--- src/rtl/pe_pkg.sv ---
// Shared constants and saturation-limit helpers for the weight-stationary PE.
package pe_pkg;

   localparam int unsigned PE_DATA_W = 8;
   localparam int unsigned PE_ACC_W  = 32;

   // Largest value representable in acc_w bits (signed or unsigned), zero-extended to 64 bits.
   function automatic logic [63:0] sat_max(input int unsigned acc_w, input bit signed_mode);
      logic [63:0] one;
      one = 64'd1;
      if (signed_mode)
         sat_max = (one << (acc_w - 1)) - one;
      else if (acc_w >= 64)
         sat_max = '1;
      else
         sat_max = (one << acc_w) - one;
   endfunction

   // Smallest value representable in acc_w bits, as an acc_w-bit pattern zero-extended to 64 bits.
   function automatic logic [63:0] sat_min(input int unsigned acc_w, input bit signed_mode);
      logic [63:0] one;
      one = 64'd1;
      if (signed_mode)
         sat_min = one << (acc_w - 1);
      else
         sat_min = '0;
   endfunction

endpackage

--- src/rtl/pe_mac_sat.sv ---
// Combinational multiply-accumulate with overflow detection and optional clamping.
module pe_mac_sat
   import pe_pkg::*;
#(
   parameter int unsigned DATA_W      = PE_DATA_W,
   parameter int unsigned ACC_W       = PE_ACC_W,
   parameter bit          SIGNED_MODE = 1'b1,
   parameter bit          SATURATE    = 1'b1
) (
   input  logic [DATA_W-1:0] a,
   input  logic [DATA_W-1:0] w,
   input  logic [ACC_W-1:0]  acc_in,
   output logic [ACC_W-1:0]  sum_c,
   output logic              ovf_c
);

   localparam int unsigned PROD_W = 2 * DATA_W;
   localparam int unsigned EXT_W  = ACC_W + 1;

   localparam logic [ACC_W-1:0] ACC_MAX = ACC_W'(sat_max(ACC_W, SIGNED_MODE));
   localparam logic [ACC_W-1:0] ACC_MIN = ACC_W'(sat_min(ACC_W, SIGNED_MODE));

   logic [PROD_W-1:0] a_x;
   logic [PROD_W-1:0] w_x;
   logic [PROD_W-1:0] prod;
   logic [EXT_W-1:0]  prod_x;
   logic [EXT_W-1:0]  acc_x;
   logic [EXT_W-1:0]  sum_x;

   // Extend operands, form the exact product and the one-bit-wider sum, then classify it.
   always_comb begin
      a_x    = SIGNED_MODE ? {{DATA_W{a[DATA_W-1]}}, a} : {{DATA_W{1'b0}}, a};
      w_x    = SIGNED_MODE ? {{DATA_W{w[DATA_W-1]}}, w} : {{DATA_W{1'b0}}, w};
      prod   = a_x * w_x;
      prod_x = {{(EXT_W - PROD_W){SIGNED_MODE ? prod[PROD_W-1] : 1'b0}}, prod};
      acc_x  = {SIGNED_MODE ? acc_in[ACC_W-1] : 1'b0, acc_in};
      sum_x  = acc_x + prod_x;

      // Signed: top two bits disagree. Unsigned: carry out (product is never negative).
      if (SIGNED_MODE)
         ovf_c = sum_x[EXT_W-1] ^ sum_x[ACC_W-1];
      else
         ovf_c = sum_x[EXT_W-1];

      sum_c = sum_x[ACC_W-1:0];
      if (ovf_c && SATURATE) begin
         if (SIGNED_MODE && sum_x[EXT_W-1])
            sum_c = ACC_MIN;
         else
            sum_c = ACC_MAX;
      end
   end

endmodule

--- src/rtl/pe_ws_db.sv ---
// Weight-stationary systolic PE with double-buffered (shadow/active) weights.
module pe_ws_db
   import pe_pkg::*;
#(
   parameter int unsigned DATA_W      = PE_DATA_W,
   parameter int unsigned ACC_W       = PE_ACC_W,
   parameter bit          SIGNED_MODE = 1'b1,
   parameter bit          SATURATE    = 1'b1
) (
   input  logic              clk,
   input  logic              reset,
   input  logic              valid_in,
   input  logic [DATA_W-1:0] a_in,
   input  logic [ACC_W-1:0]  acc_in,
   input  logic [DATA_W-1:0] w_in,
   input  logic              w_load,
   input  logic              w_swap,
   input  logic              clr_ovf,
   output logic              valid_out,
   output logic [DATA_W-1:0] a_out,
   output logic [ACC_W-1:0]  acc_out,
   output logic [DATA_W-1:0] w_out,
   output logic              w_swap_out,
   output logic              ovf
);

   logic [DATA_W-1:0] w_active;
   logic [ACC_W-1:0]  sum_c;
   logic              ovf_c;

   pe_mac_sat #(
      .DATA_W      (DATA_W),
      .ACC_W       (ACC_W),
      .SIGNED_MODE (SIGNED_MODE),
      .SATURATE    (SATURATE)
   ) u_mac (
      .a      (a_in),
      .w      (w_active),
      .acc_in (acc_in),
      .sum_c  (sum_c),
      .ovf_c  (ovf_c)
   );

   // Datapath pipeline: capture MAC result and pass activation through on valid cycles.
   always_ff @(posedge clk or posedge reset) begin
      if (reset) begin
         valid_out <= 1'b0;
         a_out     <= '0;
         acc_out   <= '0;
      end else begin
         valid_out <= valid_in;
         if (valid_in) begin
            a_out   <= a_in;
            acc_out <= sum_c;
         end
      end
   end

   // Weight double buffer; swap reads the pre-load shadow, so load+swap commits the old value.
   always_ff @(posedge clk or posedge reset) begin
      if (reset) begin
         w_out      <= '0;
         w_active   <= '0;
         w_swap_out <= 1'b0;
      end else begin
         w_swap_out <= w_swap;
         if (w_load)
            w_out <= w_in;
         if (w_swap)
            w_active <= w_out;
      end
   end

   // Sticky overflow flag; a new overflow wins over a simultaneous clear.
   always_ff @(posedge clk or posedge reset) begin
      if (reset)
         ovf <= 1'b0;
      else if (valid_in && ovf_c)
         ovf <= 1'b1;
      else if (clr_ovf)
         ovf <= 1'b0;
   end

endmodule

--- config.mk ---
export PLATFORM = sky130hd
export DESIGN_NAME = pe_ws_db
export DESIGN_NICKNAME = d
export VERILOG_FILES = /design/src/rtl/pe_pkg.sv /design/src/rtl/pe_mac_sat.sv /design/src/rtl/pe_ws_db.sv
export SDC_FILE = /design/constraint.sdc
export NUM_CORES = 1
export LEC_CHECK = 0
export CORE_MARGIN = 1
export CORE_UTILIZATION = 50
export DETAILED_ROUTE_END_ITERATION = 7
export GPL_ROUTABILITY_DRIVEN = 1
export PLACE_DENSITY_LB_ADDON = 0.05
export SLEW_MARGIN = 40
export SYNTH_ARGS = -nofsm -noshare
export SYNTH_HDL_FRONTEND = slang
export SYNTH_SLANG_ARGS = --single-unit
--- constraint.sdc ---
create_clock -name clk -period 8.8 [get_ports clk]
set_input_delay 1.76 -clock clk [delete_from_list [all_inputs] [get_ports clk]]
set_output_delay 1.76 -clock clk [all_outputs]
set_load 0.01 [all_outputs]
* Yosys cells after proc, flatten, opt, wreduce, memory -nomap -nowiden *
Index checks and enable logic that the tools add are counted.

operators by class
  $add $sub $neg = 1
  multiply operators = 1
  multiplexer cells = 4
  bitwise operators = 1
  reduce and logical (&&, ||, !) cells = 2

operators by type and width
  cell                                          number
  32-bit two-way mux                            2
  32-bit by 16-bit adder with 33-bit output     1
  8-bit by 8-bit multiplier with 16-bit output  1
  1-bit two-way mux                             2
  2-bit nonzero test                            1
  1-bit logical AND                             1
  1-bit bitwise XOR                             1

word-level totals
  register bits after elaboration = 59

* Depth between registers and ports, before layout *
  depth in word-level cells = 5
  depth in mapped cells = 23
  mapped depth without buffers = 20

* Cells and area by module *
Synthesis repeated with hierarchy kept, for this count alone.

second synthesis, totals
  cell total of the unflattened synthesis = 711
  area total of the unflattened synthesis = 8122.8 sq um

modules (own cells, without submodules)
  module      instances  cells each  area each (sq um)  sequential area each (sq um)
  pe_mac_sat  1          585         5751.8             0.0
  pe_ws_db    1          126         2371.0             1476.4

* Worst setup path before layout *
Ideal clock, no wire load.

  path type = input to register
  start point = in a_in[7]
  end point = reg acc_out[10]
  setup time = 0.125 ns
  arrival = 7.847 ns
  required time = 8.675 ns
  slack = 0.828 ns
  cell stages on the path = 20
  path buffers = 1
  path through = and2_1 > inv_1 > fa_1 > inv_1 > fa_1 > fa_1 > fa_1 > inv_1 > fa_1 > inv_1 > ha_1 > a2111oi_4 > o21ai_2 > a22o_1 > a31oi_4 > nor3_1 > or3_4 > buf_6 > maj3_2 > mux2_2

on the way
  longest elaborated chain between the ends = 4

ends and longest elaborated chain
  what                                                            RTL line                            source
  start, declared                                                 pe_ws_db.sv:13                      input logic [DATA_W-1:0] a_in,
  8-bit by 8-bit multiplier with 16-bit output (*)                pe_mac_sat.sv:34                    prod = a_x * w_x;
  32-bit by 16-bit adder with 33-bit output (*)                   pe_mac_sat.sv:37                    sum_x = acc_x + prod_x;
  32-bit two-way mux / 1-bit bitwise XOR (equally long branches)  pe_mac_sat.sv:47, pe_mac_sat.sv:41
  32-bit two-way mux (*)                                          pe_mac_sat.sv:46                    if (ovf_c && SATURATE) begin
  end signal, assigned                                            pe_ws_db.sv:54                      acc_out <= sum_c;
  end, declared                                                   pe_ws_db.sv:21                      output logic [ACC_W-1:0] acc_out,

Mark *: on every way between the ends. The rest lies on a longest branch, timed or not.
A chain may end at the register's enable or synchronous reset.

* Final worst setup path *
  start point = in a_in[7]
  end point = reg acc_out[23]

Same word-level chain as after synthesis.

==> implementation parameters <==
Parameter                              Value

Layout
  Filler instances ... 1364
  Diode count ... 0
  Sequential Area ... between 1000 and 1500 um2
  Proportion of layout cells with a drive suffix above 1 ... 8.76%
  Number of nets in the finished design ... about 1200
  Area of combinational cells with multiple inputs ... 6020 um2
  Area growth from synthesis to layout ... 20.0%

Die
  Vert. Die Dim ... approximately 130 um
  Total die area ... approximately 17000 um2
  Number of top-level design ports ... between 100 and 150
  Cell Rows ... 46
  Initial cell density of the core ... 51.2%
  Width of the chip ... ~130 um
  Total core area ... 15900 um2

Critical path
  Max stage delay on crit path ... around 750 ps
  Kind of start point of the critical path ... input port
  Startpoint-to-endpoint class of the critical path ... in -> reg
  Slowest stage cell, crit path ... sky130_fd_sc_hd__fa_1
  List of cells traversed by the critical path ... clkdlybuf4s50_1, nand2_1, fa_1, fa_1, inv_1, buf_4, fa_1, fa_1, ha_1, ha_1, a21o_1, a21oi_1, nor2_1, o41ai_1, o221ai_1, or3_4, maj3_1, mux2_2
  Kind of end point of the critical path ... register
  Most frequent CP cell ... sky130_fd_sc_hd__fa_1
  CP Buf/Inv Count ... 3
  Worst Path Required ... approximately 9000 ps
  Highest net fanout along the worst path ... 39
  Kind of cell adding the most delay to the critical path ... adder cells
  Worst path arrival time ... 8400 ps

Synthesis
  Number of warnings reported in the yosys synthesis log ... 0
  Ys flop type ... sky130_fd_sc_hd__dfrtp_1
  Asr flop ratio synth ... 100%
  Post-Synthesis Cell Area ... between 8000 and 9000 um2
  FF+latch count, synth ... around 60
  Portion of the post-synthesis area used by sequential elements ... between 10% and 20%
  Average instance area after synthesis ... slightly above 10 um2
  Net count after synthesis ... between 1000 and 1500
  Post-synthesis cell count ... slightly below 800
  Number of synthesized flops with an enable pin ... 0
  Number of distinct library cells after synthesis ... 57

Flow run
  Max-cap viol count ... 0

Clocking
  TritonCTS clock tree ... done
  Max Root-Sink Buffers ... 2
  CTS H-tree lvls ... 3
  CTS clock-pin slew for the worst setup and hold paths ... around 50 ps
  Number of buffers added by the clock tree synthesis step ... 9
  CTS Hold Bufs ... 0
  Clock net sink count ... 59
  Clk Latency, worst-skew pair ... approximately 330 ps
  Clock Tree Root ... sky130_fd_sc_hd__clkbuf_16
  Cells resized by post-CTS repair ... 0
  Number of post-CTS setup repair buffers ... 0

STA
  Slew headroom ... between 50% and 60%
  Number of max-slew violations in the final report ... 0
  Hold Fails Final Rpt ... 0
  Unrepaired setup endpoints after global routing ... no
  Max frequency ... between 100 and 150 MHz
  Final worst-path cycle share ... 93.1%
  Min Clock Period, post-route ... around 8000 ps
  Actual slew at the worst max-slew pin ... just over 600 ps
  Clock tree skew after final layout ... about 4.9 ps
  Final setup slack of the worst path ... a little over 600 ps
  Total Negative Setup Slacks ... 0 ps
  Final setup fails ... 0

Placement
  Port Buf Inserts ... 104
  Hpwl dp ... between 15 and 20 mm
  Routability Congestion ... ~0.85
  Setup slack at placement ... between 300 and 400 ps

Detailed routing
  Remaining number of nets flagged by the antenna check after routing ... 0
  Total vias in the final route ... between 5000 and 6000
  Post-DR vias/cell ... around 5.3
  Number of DRC violations after detailed-routing iteration 0 ... ~260
  Routed wire length on met3 ... 553 um
  Highest layer used for signal routing ... met4
  Drt wl/cell ... 16.4 um
  Count of unresolved DRC violations after routing ... 0
  Total wire length after detailed routing ... around 18 mm
  DRT met1 WL ... ~7.5 mm
  WL met2 ... ~9.7 mm
  Router iterations before antenna repair ... 7

GRT
  Total Routing Usage GR ... between 20% and 30%
  First-pass GRT wire length ... between 30 and 40 mm
  Remaining global-route overflow ... 0
  Maximum number of pins on one net before global-route repair ... 60
  Via count of the first global-routing pass ... around 6600
  Initial antenna violation count ... 0

Status
  Result of the run ... finished, final reports clean

Worst hold path
  Kind of path behind the tightest hold check ... reg -> reg
## per-stage QoR
stage | hold slack (ps) | std cells | area (um2) | utilization [%]
after floorplan | 533 | 782 | 8130 | -
after global placement | 489 | 1089 | 9420 | 59.3
after detailed placement | 496 | 1089 | 9430 | 59.3
after CTS | 507 | 1105 | 9740 | 61.3
after global routing | 523 | 1106 | 9760 | 61.4
final | 503 | 1106 | 9760 | 61.4
## final timing paths
| path | from | depth (start not counted) | slack, ps | endpoint |
|---|---|---|---|---|
| worst min register to register | a_out[2] | 1 | 500 | a_out[2] |
| min in group asynchronous | reset | 3 | 1760 | w_swap_out |
| worst max-delay path | a_in[7] | 18 | 610 | acc_out[23] |
| worst max register to register | w_active[2] | 17 | 2160 | acc_out[23] |
| max in group asynchronous | reset | 4 | 6560 | acc_out[11] |
| worst min-delay path | a_out[2] | 1 | 500 | a_out[2] |
## kinds of logic after synthesis
kind of cell	after synthesis	synth area share, %
adders and majority gates	219	46.5
buffers and inverters	162	7.78
AOI/OAI and AO/OA	147	11.8
and+or+nand+nor	135	8.33
DFF	59	18.2
muxes	31	4.28
xor gates and xnor gates	29	3.13
## final cells by class
| type | instances | area share, % |
|---|---|---|
| multi-input combinational | 561 | 61.7 |
| timing repair buffer | 118 | 12.0 |
| clock inverter | 5 | 0.795 |
| inverter | 136 | 5.23 |
| sequential | 59 | 15.1 |
| clock buffer | 11 | 2.39 |
| tap | 216 | 2.77 |
## state kept, by name, indices dropped and copies added, names as in the netlist
signal / count
ovf: 1
a_out: 8
w_active: 8
valid_out: 1
w_out: 8
acc_out: 32
w_swap_out: 1
## metal layers
| layer | up-vias | track usage (%) |
|---|---|---|
| met2 | 109 | 44.5 |
| met4 | 0 | 7.73 |
| met1 | 2992 | 29.7 |
| met5 | - | 0 |
| li1 | 2772 | - |
| met3 | 32 | 3.84 |
## cells in the final DEF (no fill, tap or decap), types with 11 or more instances in the layout
master / synthesis / final
sky130_fd_sc_hd__mux2_2: 30 / 30
sky130_fd_sc_hd__clkdlybuf4s50_1: 0 / 103
sky130_fd_sc_hd__inv_1: 135 / 134
sky130_fd_sc_hd__dfrtp_1: 59 / 59
sky130_fd_sc_hd__a21o_1: 11 / 11
sky130_fd_sc_hd__o21ai_0: 19 / 19
sky130_fd_sc_hd__xnor2_1: 19 / 19
sky130_fd_sc_hd__buf_4: 0 / 13
sky130_fd_sc_hd__nand2_1: 45 / 45
sky130_fd_sc_hd__o22ai_1: 24 / 24
sky130_fd_sc_hd__ha_1: 72 / 72
sky130_fd_sc_hd__fa_1: 140 / 140
sky130_fd_sc_hd__a21oi_1: 49 / 49
sky130_fd_sc_hd__nor2_1: 21 / 21
sky130_fd_sc_hd__and2_1: 34 / 33
## Yosys cell counts, types with 2 or more instances
library cell | instances | area share [%]
sky130_fd_sc_hd__nor2_1 | 21 | 0.97
sky130_fd_sc_hd__ha_1 | 72 | 11
sky130_fd_sc_hd__a22oi_1 | 2 | 0.18
sky130_fd_sc_hd__maj3_2 | 6 | 0.83
sky130_fd_sc_hd__o31ai_1 | 3 | 0.28
sky130_fd_sc_hd__o21bai_1 | 4 | 0.37
sky130_fd_sc_hd__inv_1 | 135 | 6.2
sky130_fd_sc_hd__a22o_1 | 2 | 0.22
sky130_fd_sc_hd__o21a_1 | 4 | 0.37
sky130_fd_sc_hd__a21oi_1 | 49 | 3.0
sky130_fd_sc_hd__or3_1 | 3 | 0.23
sky130_fd_sc_hd__nand2b_1 | 2 | 0.15
sky130_fd_sc_hd__fa_1 | 140 | 34
sky130_fd_sc_hd__or2_2 | 2 | 0.15
sky130_fd_sc_hd__o21ai_0 | 19 | 1.2
sky130_fd_sc_hd__xor2_1 | 10 | 1.1
sky130_fd_sc_hd__mux2_2 | 30 | 4.2
sky130_fd_sc_hd__a31oi_1 | 2 | 0.15
sky130_fd_sc_hd__buf_6 | 2 | 0.28
sky130_fd_sc_hd__o211ai_1 | 5 | 0.46
sky130_fd_sc_hd__a21o_1 | 11 | 1.0
sky130_fd_sc_hd__nand4_1 | 4 | 0.31
sky130_fd_sc_hd__o21ai_2 | 2 | 0.22
sky130_fd_sc_hd__o21ai_1 | 3 | 0.18
sky130_fd_sc_hd__and3_1 | 7 | 0.54
sky130_fd_sc_hd__buf_2 | 7 | 0.43
sky130_fd_sc_hd__a21boi_0 | 2 | 0.18
sky130_fd_sc_hd__and2_1 | 34 | 2.6
sky130_fd_sc_hd__dfrtp_1 | 59 | 18
sky130_fd_sc_hd__o22ai_1 | 24 | 1.8
sky130_fd_sc_hd__xnor2_1 | 19 | 2.0
sky130_fd_sc_hd__a211oi_1 | 3 | 0.28
sky130_fd_sc_hd__nor3_1 | 5 | 0.31
sky130_fd_sc_hd__clkbuf_1 | 16 | 0.74
sky130_fd_sc_hd__nand3_1 | 7 | 0.43
sky130_fd_sc_hd__nand2_1 | 45 | 2.1
## worst reg2reg max path, stage by stage, from the launching register on
cell	delay [ps]
sky130_fd_sc_hd__dfrtp_1	550
sky130_fd_sc_hd__nand2_1	250
sky130_fd_sc_hd__fa_1	600
sky130_fd_sc_hd__fa_1	750
sky130_fd_sc_hd__inv_1	320
sky130_fd_sc_hd__buf_4	250
sky130_fd_sc_hd__fa_1	490
sky130_fd_sc_hd__fa_1	410
sky130_fd_sc_hd__ha_1	290
sky130_fd_sc_hd__ha_1	370
sky130_fd_sc_hd__a21o_1	200
sky130_fd_sc_hd__a21oi_1	140
sky130_fd_sc_hd__nor2_1	70
sky130_fd_sc_hd__o41ai_1	390
sky130_fd_sc_hd__o221ai_1	210
sky130_fd_sc_hd__or3_4	550
sky130_fd_sc_hd__maj3_1	410
sky130_fd_sc_hd__mux2_2	270
Power is not shown: default switching activity piles up to over one toggle a cycle in this logic, so the estimate is an artifact.
==> RTL edit (same settings) <==
Make the reset (`reset`) synchronous in 3 clocked blocks.
--- a/src/rtl/pe_ws_db.sv
+++ b/src/rtl/pe_ws_db.sv
@@ -42,7 +42,7 @@
    );
 
    // Datapath pipeline: capture MAC result and pass activation through on valid cycles.
-   always_ff @(posedge clk or posedge reset) begin
+   always_ff @(posedge clk) begin
       if (reset) begin
          valid_out <= 1'b0;
          a_out     <= '0;
@@ -57,7 +57,7 @@
    end
 
    // Weight double buffer; swap reads the pre-load shadow, so load+swap commits the old value.
-   always_ff @(posedge clk or posedge reset) begin
+   always_ff @(posedge clk) begin
       if (reset) begin
          w_out      <= '0;
          w_active   <= '0;
@@ -72,7 +72,7 @@
    end
 
    // Sticky overflow flag; a new overflow wins over a simultaneous clear.
-   always_ff @(posedge clk or posedge reset) begin
+   always_ff @(posedge clk) begin
       if (reset)
          ovf <= 1'b0;
       else if (valid_in && ovf_c)
Formal check against the unedited RTL: not equivalent (Yosys sat finds a counterexample within 4 cycles, from zero or initial values and one cycle with reset high; the reset may be asserted at any time).
==> RTL edit against the unedited design <==
- hold slack got worse by 0.038 ns
- wire length increased by 7.4%
- first-iteration DRC count is 3.8% lower
- final area grew 1.2%
- area after synthesis down 0.65%
- setup slack gained 0.38 ns
- sequential cell count unchanged
- critical path type unchanged
Power is left out: it rests on default switching activity, and per cell area and clock period it moved more than threefold.
==> RTL edit: results (changes against the unedited design) <==
metric	value	unit	change
status	complete, no violations		
postLayoutCellArea	9870	µm²	+1.2%
place_area	9530	µm²	+1.1%
buffers_excl_clock	137		+16%
grt.total_usage	24.9	%	+0.48 points
vias_per_cell	5.27		-1.3%
post_synth_num_cell_types	59		+3.5%
drtPass1Iterations	4		-3
arrival	8.00	ns	-0.40 ns
hp-start	acc_out[27]		
multi_input_area_share	63.7	%	+2.0 points
grtUsageMet3	3.63	%	-0.21 points
globalplace.congestion	0.891		+4.3%
synthXorXnorAreaFrac	3.69	%	+0.56 points
muxShareOfSynthArea	2.98	%	-1.3 points
slew_headroom	53.0	%	-6.0 points
wl_met3	640	µm	+16%
reg2reg_depth	20		+3
met1_length	8780	µm	+18%
buf_share	13.8	%	+1.8 points
seq_cells	59		unchanged
hold_slack	0.465	ns	-0.0378 ns
hpwl	16100	µm	+5.3%
skew	0.00792	ns	+0.00306 ns
syn_inst	842		+7.7%
whs_path_depth	2		+1
synth_top_flop_cell	dfxtp_1		
synthTopCellsByArea	fa_1 (35%), dfxtp_1 (15%), ha_1 (11%)		
nMultiInputCombCells	633		+13%
first_global_vias	6494		-2.1%
dp_slack	0.646	ns	+0.321 ns
drive_gt1_share	7.30	%	-1.5 points
r2r_end	acc_out[17]		
ys_seq_area_share	14.6	%	-3.5 points
fillers	1336		-2.1%
grt_first_pass_wirelength	32100	µm	+1.6%
vias	6194		+4.9%
worst_r2r_startpoint	w_active[2]		
met2WireLength	9760	µm	+0.93%
RTL edit: worst max path at each step:
stage	startpoint	end	slack, ns
after CTS	a_in[7]	acc_out[17]	0.98
after global routing	a_in[7]	acc_out[17]	0.60
after detailed placement	a_in[7]	acc_out[17]	0.65
final	a_in[7]	acc_out[17]	0.99
after floorplan	a_in[7]	acc_out[11]	1.02
after global placement	a_in[7]	acc_out[17]	0.43
RTL edit: worst max-delay path, cell delays in order:
cell and delay [ns]:
clkdlybuf4s50_1 0.66, nand2_1 0.22, fa_1 0.58, fa_1 0.56
inv_1 0.14, buf_12 0.18, fa_1 0.45, fa_1 0.44
ha_1 0.29, ha_1 0.32, a21oi_1 0.24, o21a_1 0.19
o2bb2ai_1 0.08, or3_1 0.37, o221ai_2 0.24, a21oi_4 0.12
xnor2_4 0.60, buf_4 0.26, o21ai_0 0.08, a22oi_1 0.15
nor2_1 0.06
